[src/rtl/alu_issue_stage_if.sv]
// rtl/alu_issue_stage_if.sv - decode-side input, ALU drive and writeback handshake bundle for alu_issue_stage
interface alu_issue_stage_if #(
  parameter int TAG_W = 5
);
  logic             in_valid;
  logic             in_ready;
  logic [2:0]       in_kind;
  logic [2:0]       in_funct3;
  logic             in_f7b5;
  logic [31:0]      in_rs1;
  logic [31:0]      in_rs2;
  logic [31:0]      in_imm;
  logic [31:0]      in_pc;
  logic [TAG_W-1:0] in_rd;

  logic [3:0]       alu_op;
  logic [31:0]      alu_arg1;
  logic [31:0]      alu_arg2;
  logic [31:0]      alu_result;

  logic             out_valid;
  logic             out_ready;
  logic [31:0]      out_result;
  logic [TAG_W-1:0] out_rd;
  logic             out_illegal;

  modport slave (
    input  in_valid, in_kind, in_funct3, in_f7b5, in_rs1, in_rs2, in_imm, in_pc, in_rd,
    output in_ready,
    output alu_op, alu_arg1, alu_arg2,
    input  alu_result,
    output out_valid, out_result, out_rd, out_illegal,
    input  out_ready
  );

  modport master (
    output in_valid, in_kind, in_funct3, in_f7b5, in_rs1, in_rs2, in_imm, in_pc, in_rd,
    input  in_ready,
    input  alu_op, alu_arg1, alu_arg2,
    output alu_result,
    input  out_valid, out_result, out_rd, out_illegal,
    output out_ready
  );
endinterface

[src/rtl/alu_issue_stage.sv]
// rtl/alu_issue_stage.sv - RV32I execute front end: decode to ALU op, FIFO, registered writeback result
// Optional macro ALU_ISSUE_BYPASS_EN routes input straight to the ALU when the FIFO is empty.
module alu_issue_stage #(
  parameter int DEPTH = 2,
  parameter int TAG_W = 5
) (
  input  logic              clk,
  input  logic              reset,
  input  logic              flush,
  alu_issue_stage_if.slave  bus
);

  localparam int PTR_W = (DEPTH > 1) ? $clog2(DEPTH) : 1;
  localparam int CNT_W = $clog2(DEPTH + 1);
  localparam logic [CNT_W-1:0] FULL_CNT = CNT_W'(DEPTH);

  localparam logic [2:0] KIND_OP     = 3'd0;
  localparam logic [2:0] KIND_OP_IMM = 3'd1;
  localparam logic [2:0] KIND_LUI    = 3'd2;
  localparam logic [2:0] KIND_AUIPC  = 3'd3;
  localparam logic [2:0] KIND_LINK   = 3'd4;

  typedef enum logic [3:0] {
    OP_ADD  = 4'd0,
    OP_SUB  = 4'd1,
    OP_OR   = 4'd2,
    OP_AND  = 4'd3,
    OP_XOR  = 4'd4,
    OP_SLL  = 4'd5,
    OP_SRL  = 4'd6,
    OP_SRA  = 4'd7,
    OP_SLT  = 4'd8,
    OP_SLTU = 4'd9
  } alu_op_e;

  typedef struct packed {
    logic [3:0]       op;
    logic [31:0]      arg1;
    logic [31:0]      arg2;
    logic [TAG_W-1:0] rd;
    logic             illegal;
  } entry_t;

  entry_t            mem_q [DEPTH];
  entry_t            mem_d [DEPTH];
  logic [PTR_W-1:0]  wr_ptr_q, wr_ptr_d;
  logic [PTR_W-1:0]  rd_ptr_q, rd_ptr_d;
  logic [CNT_W-1:0]  count_q, count_d;
  logic              out_valid_q, out_valid_d;
  logic [31:0]       out_result_q, out_result_d;
  logic [TAG_W-1:0]  out_rd_q, out_rd_d;
  logic              out_illegal_q, out_illegal_d;

  entry_t in_dec;
  entry_t issue;
  logic   empty;
  logic   full;
  logic   can_load;
  logic   bypass;
  logic   push;
  logic   pop;

  function automatic entry_t decode(
    input logic [2:0]       kind,
    input logic [2:0]       funct3,
    input logic             f7b5,
    input logic [31:0]      rs1,
    input logic [31:0]      rs2,
    input logic [31:0]      imm,
    input logic [31:0]      pc,
    input logic [TAG_W-1:0] rd
  );
    entry_t e;
    e    = '0;
    e.rd = rd;
    case (kind)
      KIND_OP, KIND_OP_IMM: begin
        e.arg1 = rs1;
        e.arg2 = (kind == KIND_OP) ? rs2 : imm;
        case (funct3)
          3'b000:  e.op = (kind == KIND_OP && f7b5) ? OP_SUB : OP_ADD;
          3'b001:  e.op = OP_SLL;
          3'b010:  e.op = OP_SLT;
          3'b011:  e.op = OP_SLTU;
          3'b100:  e.op = OP_XOR;
          3'b101:  e.op = f7b5 ? OP_SRA : OP_SRL;
          3'b110:  e.op = OP_OR;
          default: e.op = OP_AND;
        endcase
      end
      KIND_LUI: begin
        e.op   = OP_ADD;
        e.arg2 = imm;
      end
      KIND_AUIPC: begin
        e.op   = OP_ADD;
        e.arg1 = pc;
        e.arg2 = imm;
      end
      KIND_LINK: begin
        e.op   = OP_ADD;
        e.arg1 = pc;
        e.arg2 = 32'd4;
      end
      default: e.illegal = 1'b1;
    endcase
    return e;
  endfunction

  always_comb begin
    in_dec   = decode(bus.in_kind, bus.in_funct3, bus.in_f7b5, bus.in_rs1,
                      bus.in_rs2, bus.in_imm, bus.in_pc, bus.in_rd);
    empty    = (count_q == '0);
    full     = (count_q == FULL_CNT);
    can_load = !out_valid_q || bus.out_ready;
`ifdef ALU_ISSUE_BYPASS_EN
    bypass   = empty && bus.in_valid && can_load && !flush;
`else
    bypass   = 1'b0;
`endif
    // A full FIFO refuses input even when the head pops this cycle.
    push     = bus.in_valid && !full && !bypass && !flush;
    pop      = !empty && can_load && !flush;

    if (!empty) begin
      issue = mem_q[rd_ptr_q];
    end else if (bypass) begin
      issue = in_dec;
    end else begin
      issue = '0;
    end
  end

  assign bus.in_ready    = !full;
  assign bus.alu_op      = issue.op;
  assign bus.alu_arg1    = issue.arg1;
  assign bus.alu_arg2    = issue.arg2;
  assign bus.out_valid   = out_valid_q;
  assign bus.out_result  = out_result_q;
  assign bus.out_rd      = out_rd_q;
  assign bus.out_illegal = out_illegal_q;

  always_comb begin
    mem_d         = mem_q;
    wr_ptr_d      = wr_ptr_q;
    rd_ptr_d      = rd_ptr_q;
    count_d       = count_q;
    out_valid_d   = out_valid_q;
    out_result_d  = out_result_q;
    out_rd_d      = out_rd_q;
    out_illegal_d = out_illegal_q;

    // Flush empties the queue but leaves the output data fields as they were.
    if (flush) begin
      wr_ptr_d    = '0;
      rd_ptr_d    = '0;
      count_d     = '0;
      out_valid_d = 1'b0;
    end else begin
      if (push) begin
        mem_d[wr_ptr_q] = in_dec;
        wr_ptr_d        = wr_ptr_q + PTR_W'(1);
      end
      if (pop) begin
        rd_ptr_d = rd_ptr_q + PTR_W'(1);
      end
      count_d = count_q + CNT_W'(push) - CNT_W'(pop);

      if (pop || bypass) begin
        out_valid_d   = 1'b1;
        out_result_d  = issue.illegal ? 32'd0 : bus.alu_result;
        out_rd_d      = issue.rd;
        out_illegal_d = issue.illegal;
      end else if (bus.out_ready) begin
        out_valid_d = 1'b0;
      end
    end
  end

  always_ff @(posedge clk or posedge reset) begin
    if (reset) begin
      wr_ptr_q      <= '0;
      rd_ptr_q      <= '0;
      count_q       <= '0;
      out_valid_q   <= 1'b0;
      out_result_q  <= '0;
      out_rd_q      <= '0;
      out_illegal_q <= 1'b0;
    end else begin
      wr_ptr_q      <= wr_ptr_d;
      rd_ptr_q      <= rd_ptr_d;
      count_q       <= count_d;
      out_valid_q   <= out_valid_d;
      out_result_q  <= out_result_d;
      out_rd_q      <= out_rd_d;
      out_illegal_q <= out_illegal_d;
    end
  end

  // Entry payload is qualified by count, so it needs no reset.
  always_ff @(posedge clk) begin
    mem_q <= mem_d;
  end

endmodule

[src/flat_wrapper.sv]
// flat-port wrapper written by rule: the top's interface ports become plain ports
module alu_issue_stage_flat 
#(
  parameter int DEPTH = 2,
  parameter int TAG_W = 5
)
  (clk, reset, flush, bus_in_valid, bus_in_kind, bus_in_funct3, bus_in_f7b5, bus_in_rs1, bus_in_rs2, bus_in_imm, bus_in_pc, bus_in_rd, bus_in_ready, bus_alu_op, bus_alu_arg1, bus_alu_arg2, bus_alu_result, bus_out_valid, bus_out_result, bus_out_rd, bus_out_illegal, bus_out_ready);
  alu_issue_stage_if #(.TAG_W(TAG_W)) bus_i ();
  input  logic clk;
  input  logic reset;
  input  logic flush;
  input wire logic [$bits(bus_i.in_valid)-1:0] bus_in_valid;
  input wire logic [$bits(bus_i.in_kind)-1:0] bus_in_kind;
  input wire logic [$bits(bus_i.in_funct3)-1:0] bus_in_funct3;
  input wire logic [$bits(bus_i.in_f7b5)-1:0] bus_in_f7b5;
  input wire logic [$bits(bus_i.in_rs1)-1:0] bus_in_rs1;
  input wire logic [$bits(bus_i.in_rs2)-1:0] bus_in_rs2;
  input wire logic [$bits(bus_i.in_imm)-1:0] bus_in_imm;
  input wire logic [$bits(bus_i.in_pc)-1:0] bus_in_pc;
  input wire logic [$bits(bus_i.in_rd)-1:0] bus_in_rd;
  output wire logic [$bits(bus_i.in_ready)-1:0] bus_in_ready;
  output wire logic [$bits(bus_i.alu_op)-1:0] bus_alu_op;
  output wire logic [$bits(bus_i.alu_arg1)-1:0] bus_alu_arg1;
  output wire logic [$bits(bus_i.alu_arg2)-1:0] bus_alu_arg2;
  input wire logic [$bits(bus_i.alu_result)-1:0] bus_alu_result;
  output wire logic [$bits(bus_i.out_valid)-1:0] bus_out_valid;
  output wire logic [$bits(bus_i.out_result)-1:0] bus_out_result;
  output wire logic [$bits(bus_i.out_rd)-1:0] bus_out_rd;
  output wire logic [$bits(bus_i.out_illegal)-1:0] bus_out_illegal;
  input wire logic [$bits(bus_i.out_ready)-1:0] bus_out_ready;
  assign bus_i.in_valid = bus_in_valid;
  assign bus_i.in_kind = bus_in_kind;
  assign bus_i.in_funct3 = bus_in_funct3;
  assign bus_i.in_f7b5 = bus_in_f7b5;
  assign bus_i.in_rs1 = bus_in_rs1;
  assign bus_i.in_rs2 = bus_in_rs2;
  assign bus_i.in_imm = bus_in_imm;
  assign bus_i.in_pc = bus_in_pc;
  assign bus_i.in_rd = bus_in_rd;
  assign bus_in_ready = bus_i.in_ready;
  assign bus_alu_op = bus_i.alu_op;
  assign bus_alu_arg1 = bus_i.alu_arg1;
  assign bus_alu_arg2 = bus_i.alu_arg2;
  assign bus_i.alu_result = bus_alu_result;
  assign bus_out_valid = bus_i.out_valid;
  assign bus_out_result = bus_i.out_result;
  assign bus_out_rd = bus_i.out_rd;
  assign bus_out_illegal = bus_i.out_illegal;
  assign bus_i.out_ready = bus_out_ready;
  alu_issue_stage #(.DEPTH(DEPTH), .TAG_W(TAG_W)) u_core (.clk(clk), .reset(reset), .flush(flush), .bus(bus_i));
endmodule
[config.mk]
export PLATFORM = sky130hd
export DESIGN_NAME = alu_issue_stage_flat
export DESIGN_NICKNAME = d
export VERILOG_FILES = /design/src/rtl/alu_issue_stage_if.sv /design/src/rtl/alu_issue_stage.sv /design/src/flat_wrapper.sv
export SDC_FILE = /design/constraint.sdc
export NUM_CORES = 1
export LEC_CHECK = 0
export BUFFER_PORTS_ARGS = -buffer_cell sky130_fd_sc_hd__buf_2
export CAP_MARGIN = 20
export CORE_MARGIN = 3
export CORE_UTILIZATION = 55
export CTS_CLUSTER_DIAMETER = 100
export DETAILED_ROUTE_END_ITERATION = 12
export PLACE_DENSITY = 0.86
export SLEW_MARGIN = 20
export SYNTH_ARGS = -nofsm -noshare
export SYNTH_HDL_FRONTEND = slang
export SYNTH_SLANG_ARGS = --single-unit
[constraint.sdc]
create_clock -name clk -period 11.4 [get_ports clk]
set_clock_uncertainty 0.2 [all_clocks]
set_input_delay 2.85 -clock clk [delete_from_list [all_inputs] [get_ports clk]]
set_output_delay 2.85 -clock clk [all_outputs]
set_load 0.01 [all_outputs]
Word-level counts from Yosys, hierarchy flattened
Index checks and enable logic that the tools add are counted.

storage, ports and cells
  register bits = 191
  output and inout port bits = 108
  logic and storage cells = 85

operators by class
  add/subtract/negate cells = 4
  $lt $le $gt $ge = 3
  equal/unequal tests = 11
  muxes and demuxes = 24
  bitwise gates (word level) = 3
  reductions and logical operators = 23

operators by type and width
  kind                                                                    number
  74-bit two-way mux                                                      5
  148-bit bitwise mux                                                     1
  32-bit one-hot mux with 3 select lines                                  1
  74-bit demux with 1-bit select                                          1
  32-bit two-way mux                                                      2
  32-bit one-hot mux with 2 select lines                                  1
  4-bit one-hot mux with 7 select lines                                   1
  3-bit by 2-bit equality test with 1-bit output (second input constant)  4
  3-bit equality test (second input constant)                             4
  1-bit two-way mux                                                       10
  3-bit by 1-bit equality test with 1-bit output (second input constant)  2
  1-bit logical AND                                                       6
  3-bit logical NOT                                                       2
  2-bit OR reduction                                                      3
  5-bit OR reduction                                                      1
  2-bit greater-or-equal comparator (second input constant)               2
  1-bit logical NOT                                                       4
  4-bit two-way mux                                                       1
  1-bit NOT with 2-bit output                                             2
  2-bit AND reduction                                                     2
  2-bit nonzero test                                                      2
  3-bit nonzero test                                                      1
  1-bit adder (second input constant)                                     2
  2-bit by 1-bit adder with 2-bit output                                  1
  7 further kinds                                                         7

Depth between registers and ports, before layout
  depth in word-level cells = 7
  gate-level depth with buffers = 9

Worst setup path before layout
No wires, ideal clock.

  path type = input -> register
  from = input port flush
  to = register u_core.mem_q[0] in the netlist's numbering (enable)
  library setup time = 0.613 ns
  arrival time = 8.469 ns
  data required time = 10.587 ns
  path slack = 2.119 ns
  cell stages on the path = 2
  buffers on the path = 1
  cell sequence = clkbuf_1 -> nor3b_1

between the ends
  cells in the longest elaborated chain, start to end = 3
  elaborated cells on any way between the ends = 4
  classes of those cells = bitwise: 1; reduce/logical: 3

RTL lines
  element                          line                    RTL
  start: declaration               flat_wrapper.sv:11      input logic flush;
  1-bit logical NOT                alu_issue_stage.sv:122  push = bus.in_valid && !full && !bypass && !flush;
  1-bit logical AND                alu_issue_stage.sv:122
  2-bit AND reduction (no line) *  n/a
  end signal: assignment           alu_issue_stage.sv:202  mem_q <= mem_d;
  end: declaration                 alu_issue_stage.sv:44   entry_t mem_q [DEPTH];

Every way passes the cells marked *; elsewhere a longest branch is shown, timed or not.
A chain may end at the register's enable or synchronous reset.

Final worst setup path
  from = register u_core.rd_ptr_q
  to = output port bus_alu_arg1[17]

between the ends
  cells in the longest elaborated chain, start to end = 5

RTL lines
  element                                                 line                    RTL
  start: declaration                                      alu_issue_stage.sv:47   logic [PTR_W-1:0] rd_ptr_q, rd_ptr_d;
  start signal: assignment                                alu_issue_stage.sv:191  rd_ptr_q <= rd_ptr_d;
  1-bit NOT with 2-bit output (not written as such)       alu_issue_stage.sv:126  issue = mem_q[rd_ptr_q];
  74-bit two-way mux (not written as such) (3 in series)  alu_issue_stage.sv:126
  74-bit two-way mux                                      alu_issue_stage.sv:125  if (!empty) begin
  end: declaration                                        flat_wrapper.sv:23      output wire logic [$bits(bus_i.alu_arg1)-1:0] bus_alu_arg1;

No other way between the ends. The select of a mux whose other input is x is not followed.

==> results by group <==
STA
  – Setup-failing EPs final: 0
  – FMAX: 181 MHz
  – Period minus WS final: 5.51 ns
  – Fin crit share: 48.4%
  – Slew Viols, Final: 0
  – Fin. Hold Viols: 0
  – Slew @ Worst Pin: 1.11 ns
  – Fin Hold WS: 0.289 ns
  – Relative slew slack: 26.1%
  – Setup TNS: 0 ns
  – RSZ-0062 raised after global routing: no

Clocking
  – Clk slew on worst S/H paths: 0.06 ns
  – Post-CTS Resized: 0
  – Sink Count: 191
  – CTS tree: yes
  – CTS root buf: clkbuf_16
  – Max Root-Sink Buffers: 2
  – Cts bufs inserted: 17
  – Hold buffers post-CTS: 0
  – Skew-Pair Late Insertion Delay: 0.42 ns
  – Post-CTS Setup Inserts: 0
  – H-tree depth: 4

Finish
  – Final #Nets: 1069
  – Share of cells above drive strength 1: 37.4%
  – Commonest non-fill, non-tap cell in the layout: buf_2
  – Area grow syn2layout: 18.4%
  – Post-route insts no fill: 1114
  – Most frequent cells in the layout: 284 x buf_2, 148 x edfxtp_1, 72 x nor2_1
  – N_diodes: 0
  – Core Util, Final: 67.6%

Worst setup path
  – Crit Path Max Fanout: 48
  – Worst path arrival time: 2.46 ns
  – Startpoint Class: flop
  – Crit-path cells: buf_4, mux2i_1, nor2_1, buf_2
  – CP Class: reg -> out
  – Crit end category: primary output
  – Critical path required time: 8.35 ns
  – Crit-path slowest cell: dfrtp_4
  – Worst path max stage delay: 0.73 ns

Route
  – Wire per inst: 16.6 um
  – Final WL: 18500 um
  – Vias/cell: 5.35
  – Initial DRC count: 378
  – Router iterations before antenna repair: 8
  – Residual DRC count: 0
  – DR vias: 5957
  – Antenna viol nets, final: 0

Yosys
  – Seq cells post-synth: 191
  – Post-synth cell types: 34
  – Syn Inst Count: 693
  – Synthesis Warnings: 0
  – Syn Nets: 872
  – Register area share after synthesis: 62.7%
  – Synth Cell Area: 8810 sq um
  – Mapped Avg Cell Area: 12.7 sq um

GRT
  – Antenna violations before repair: 0
  – GRT Max-Usage Layer: met2
  – M3 GR Usage: 4.33%
  – Grt ovf: 0
  – Met1 Usage GRT: 26.1%
  – Largest net degree at the start of global routing: 75
  – First-pass GRT wire length: 29000 um
  – GRT met2 Usage: 35.8%
  – Vias in the first global route: 5791
  – Total GRT Usage: 20.8%

Power and ir drop
  – VDD IR-drop max: 110 uV
  – Pwr Total: 2080 uW
  – Leakage: 0.00442 uW
  – Power density cells: 200 nW/um^2

Floorplanning
  – Die Width: 133 um
  – # rows: 45
  – IO Pins: 285
  – Core ar.: 15400 sq um
  – Chip height: 133 um
  – Die ar.: 17600 sq um
  – Initial Utilization: 57.1%

Min path
  – Min-delay worst type: reg -> reg

Placement
  – Port Buffers: 284
  – Placed insts: 1082
  – Dpl hpwl: 12600 um
  – GPL Wtd Cong: 0.789

Run status
  – Outcome: complete, no violations

Flow run
  – Max-Cap Viols: 0
## area by class of cell
| type | instances | area [sq um] |
|---|---|---|
| Tap cell | 211 | 264 |
| Fill cell | 1159 | 5000 |
| Multi-Input combinational cell | 381 | 2560 |
| Clock buffer | 18 | 429 |
| Timing Repair Buffer | 293 | 1500 |
| Clock inverter | 14 | 133 |
| Inverter | 6 | 25.0 |
| Sequential cell | 191 | 5520 |
## state kept, by name, indices dropped and copies added (netlist names)
signal                  flops
u_core.bus.out_illegal      1
u_core.bus.out_rd           5
u_core.bus.out_result      32
u_core.bus.out_valid        1
u_core.count_q              2
u_core.mem_q              148
u_core.rd_ptr_q             1
u_core.wr_ptr_q             1
## synthesized netlist by cell type
| cell | instances | share of area [%] |
|---|---|---|
| xor2_1 | 1 | 0.099 |
| mux2_1 | 5 | 0.64 |
| or2_2 | 1 | 0.071 |
| mux2_2 | 6 | 0.77 |
| dfrtp_1 | 43 | 12 |
| inv_1 | 5 | 0.21 |
| clkbuf_1 | 27 | 1.2 |
| a21oi_1 | 34 | 1.9 |
| o21ai_1 | 2 | 0.11 |
| or3_1 | 3 | 0.21 |
| ha_1 | 2 | 0.28 |
| nand3b_1 | 1 | 0.085 |
| o21ai_0 | 4 | 0.23 |
| buf_2 | 15 | 0.85 |
| o21ba_1 | 1 | 0.11 |
| inv_4 | 1 | 0.071 |
| mux2i_1 | 68 | 7.7 |
| a32o_1 | 32 | 3.6 |
| nand2_1 | 66 | 2.8 |
| nor2b_1 | 35 | 2.5 |
| nor3_1 | 2 | 0.11 |
| nor2_2 | 1 | 0.071 |
| a22o_1 | 32 | 3.2 |
| buf_4 | 70 | 6.0 |
| o31ai_1 | 1 | 0.085 |
| nor2_1 | 75 | 3.2 |
| edfxtp_1 | 148 | 50 |
| and2_1 | 1 | 0.071 |
| mux2i_2 | 1 | 0.16 |
| buf_6 | 3 | 0.38 |
| or2_1 | 2 | 0.14 |
| xnor2_1 | 1 | 0.099 |
| o21bai_1 | 1 | 0.085 |
| nor3b_1 | 3 | 0.26 |
## cell families (layout without fill, tap and decap cells)
| kind of cell | Yosys count | in the layout | synth area share (%) |
|---|---|---|---|
| buffers and inverters | 121 | 331 | 8.64 |
| adder cells (fa/ha/maj) | 2 | 2 | 0.284 |
| multiplexers | 80 | 80 | 9.29 |
| AND/OR/NAND/NOR | 190 | 190 | 9.52 |
| XOR/XNOR | 2 | 2 | 0.199 |
| AO/OA/AOI/OAI | 107 | 107 | 9.38 |
| flip-flops | 191 | 191 | 62.7 |
## metal layers
metal | part of all wire (%) | up-vias
met1 | 40 | 2852
met4 | 2.0 | 0
met5 | 0 | -
met3 | 6.2 | 24
met2 | 51 | 253
li1 | - | 2828
## final timing paths
| kind | from | to | slack, ns | cells past startpoint |
|---|---|---|---|---|
| min reg2reg | u_core.bus.out_result[8] | u_core.bus.out_result[8] | 0.29 | 1 |
| max | u_core.rd_ptr_q | bus_alu_arg1[17] | 5.89 | 4 |
| max reg2reg | u_core.rd_ptr_q | u_core.bus.out_result[16] | 8.10 | 4 |
| max in group asynchronous | reset | u_core.rd_ptr_q | 8.21 | 3 |
| min | u_core.bus.out_result[8] | u_core.bus.out_result[8] | 0.29 | 1 |
| min in group asynchronous | reset | u_core.bus.out_result[31] | 2.37 | 3 |
## critical path, delay by kind of cell, from the launching register on
kind | cells | cell delay, ns
buffers and inverters | 2 | 0.89
DFF | 1 | 0.73
muxes | 1 | 0.31
and+or+nand+nor | 1 | 0.07
## report_power, final
part,switching (uW),total (uW),internal (uW),leakage (uW)
registers,57.3,928,871,0.00192
clock network,253,559,306,0.000271
logic,340,597,257,0.00222
total,650,2080,1430,0.00442
## per-stage QoR
step                setup slack, ns  area [sq um]
finish                         5.89         10400
global route                   5.71         10400
CTS                            5.82         10400
detailed placement             6.23          9860
global placement               6.26          9840
floorplan                      2.12          8810
Note: power is estimated with default switching activity, not from simulation.
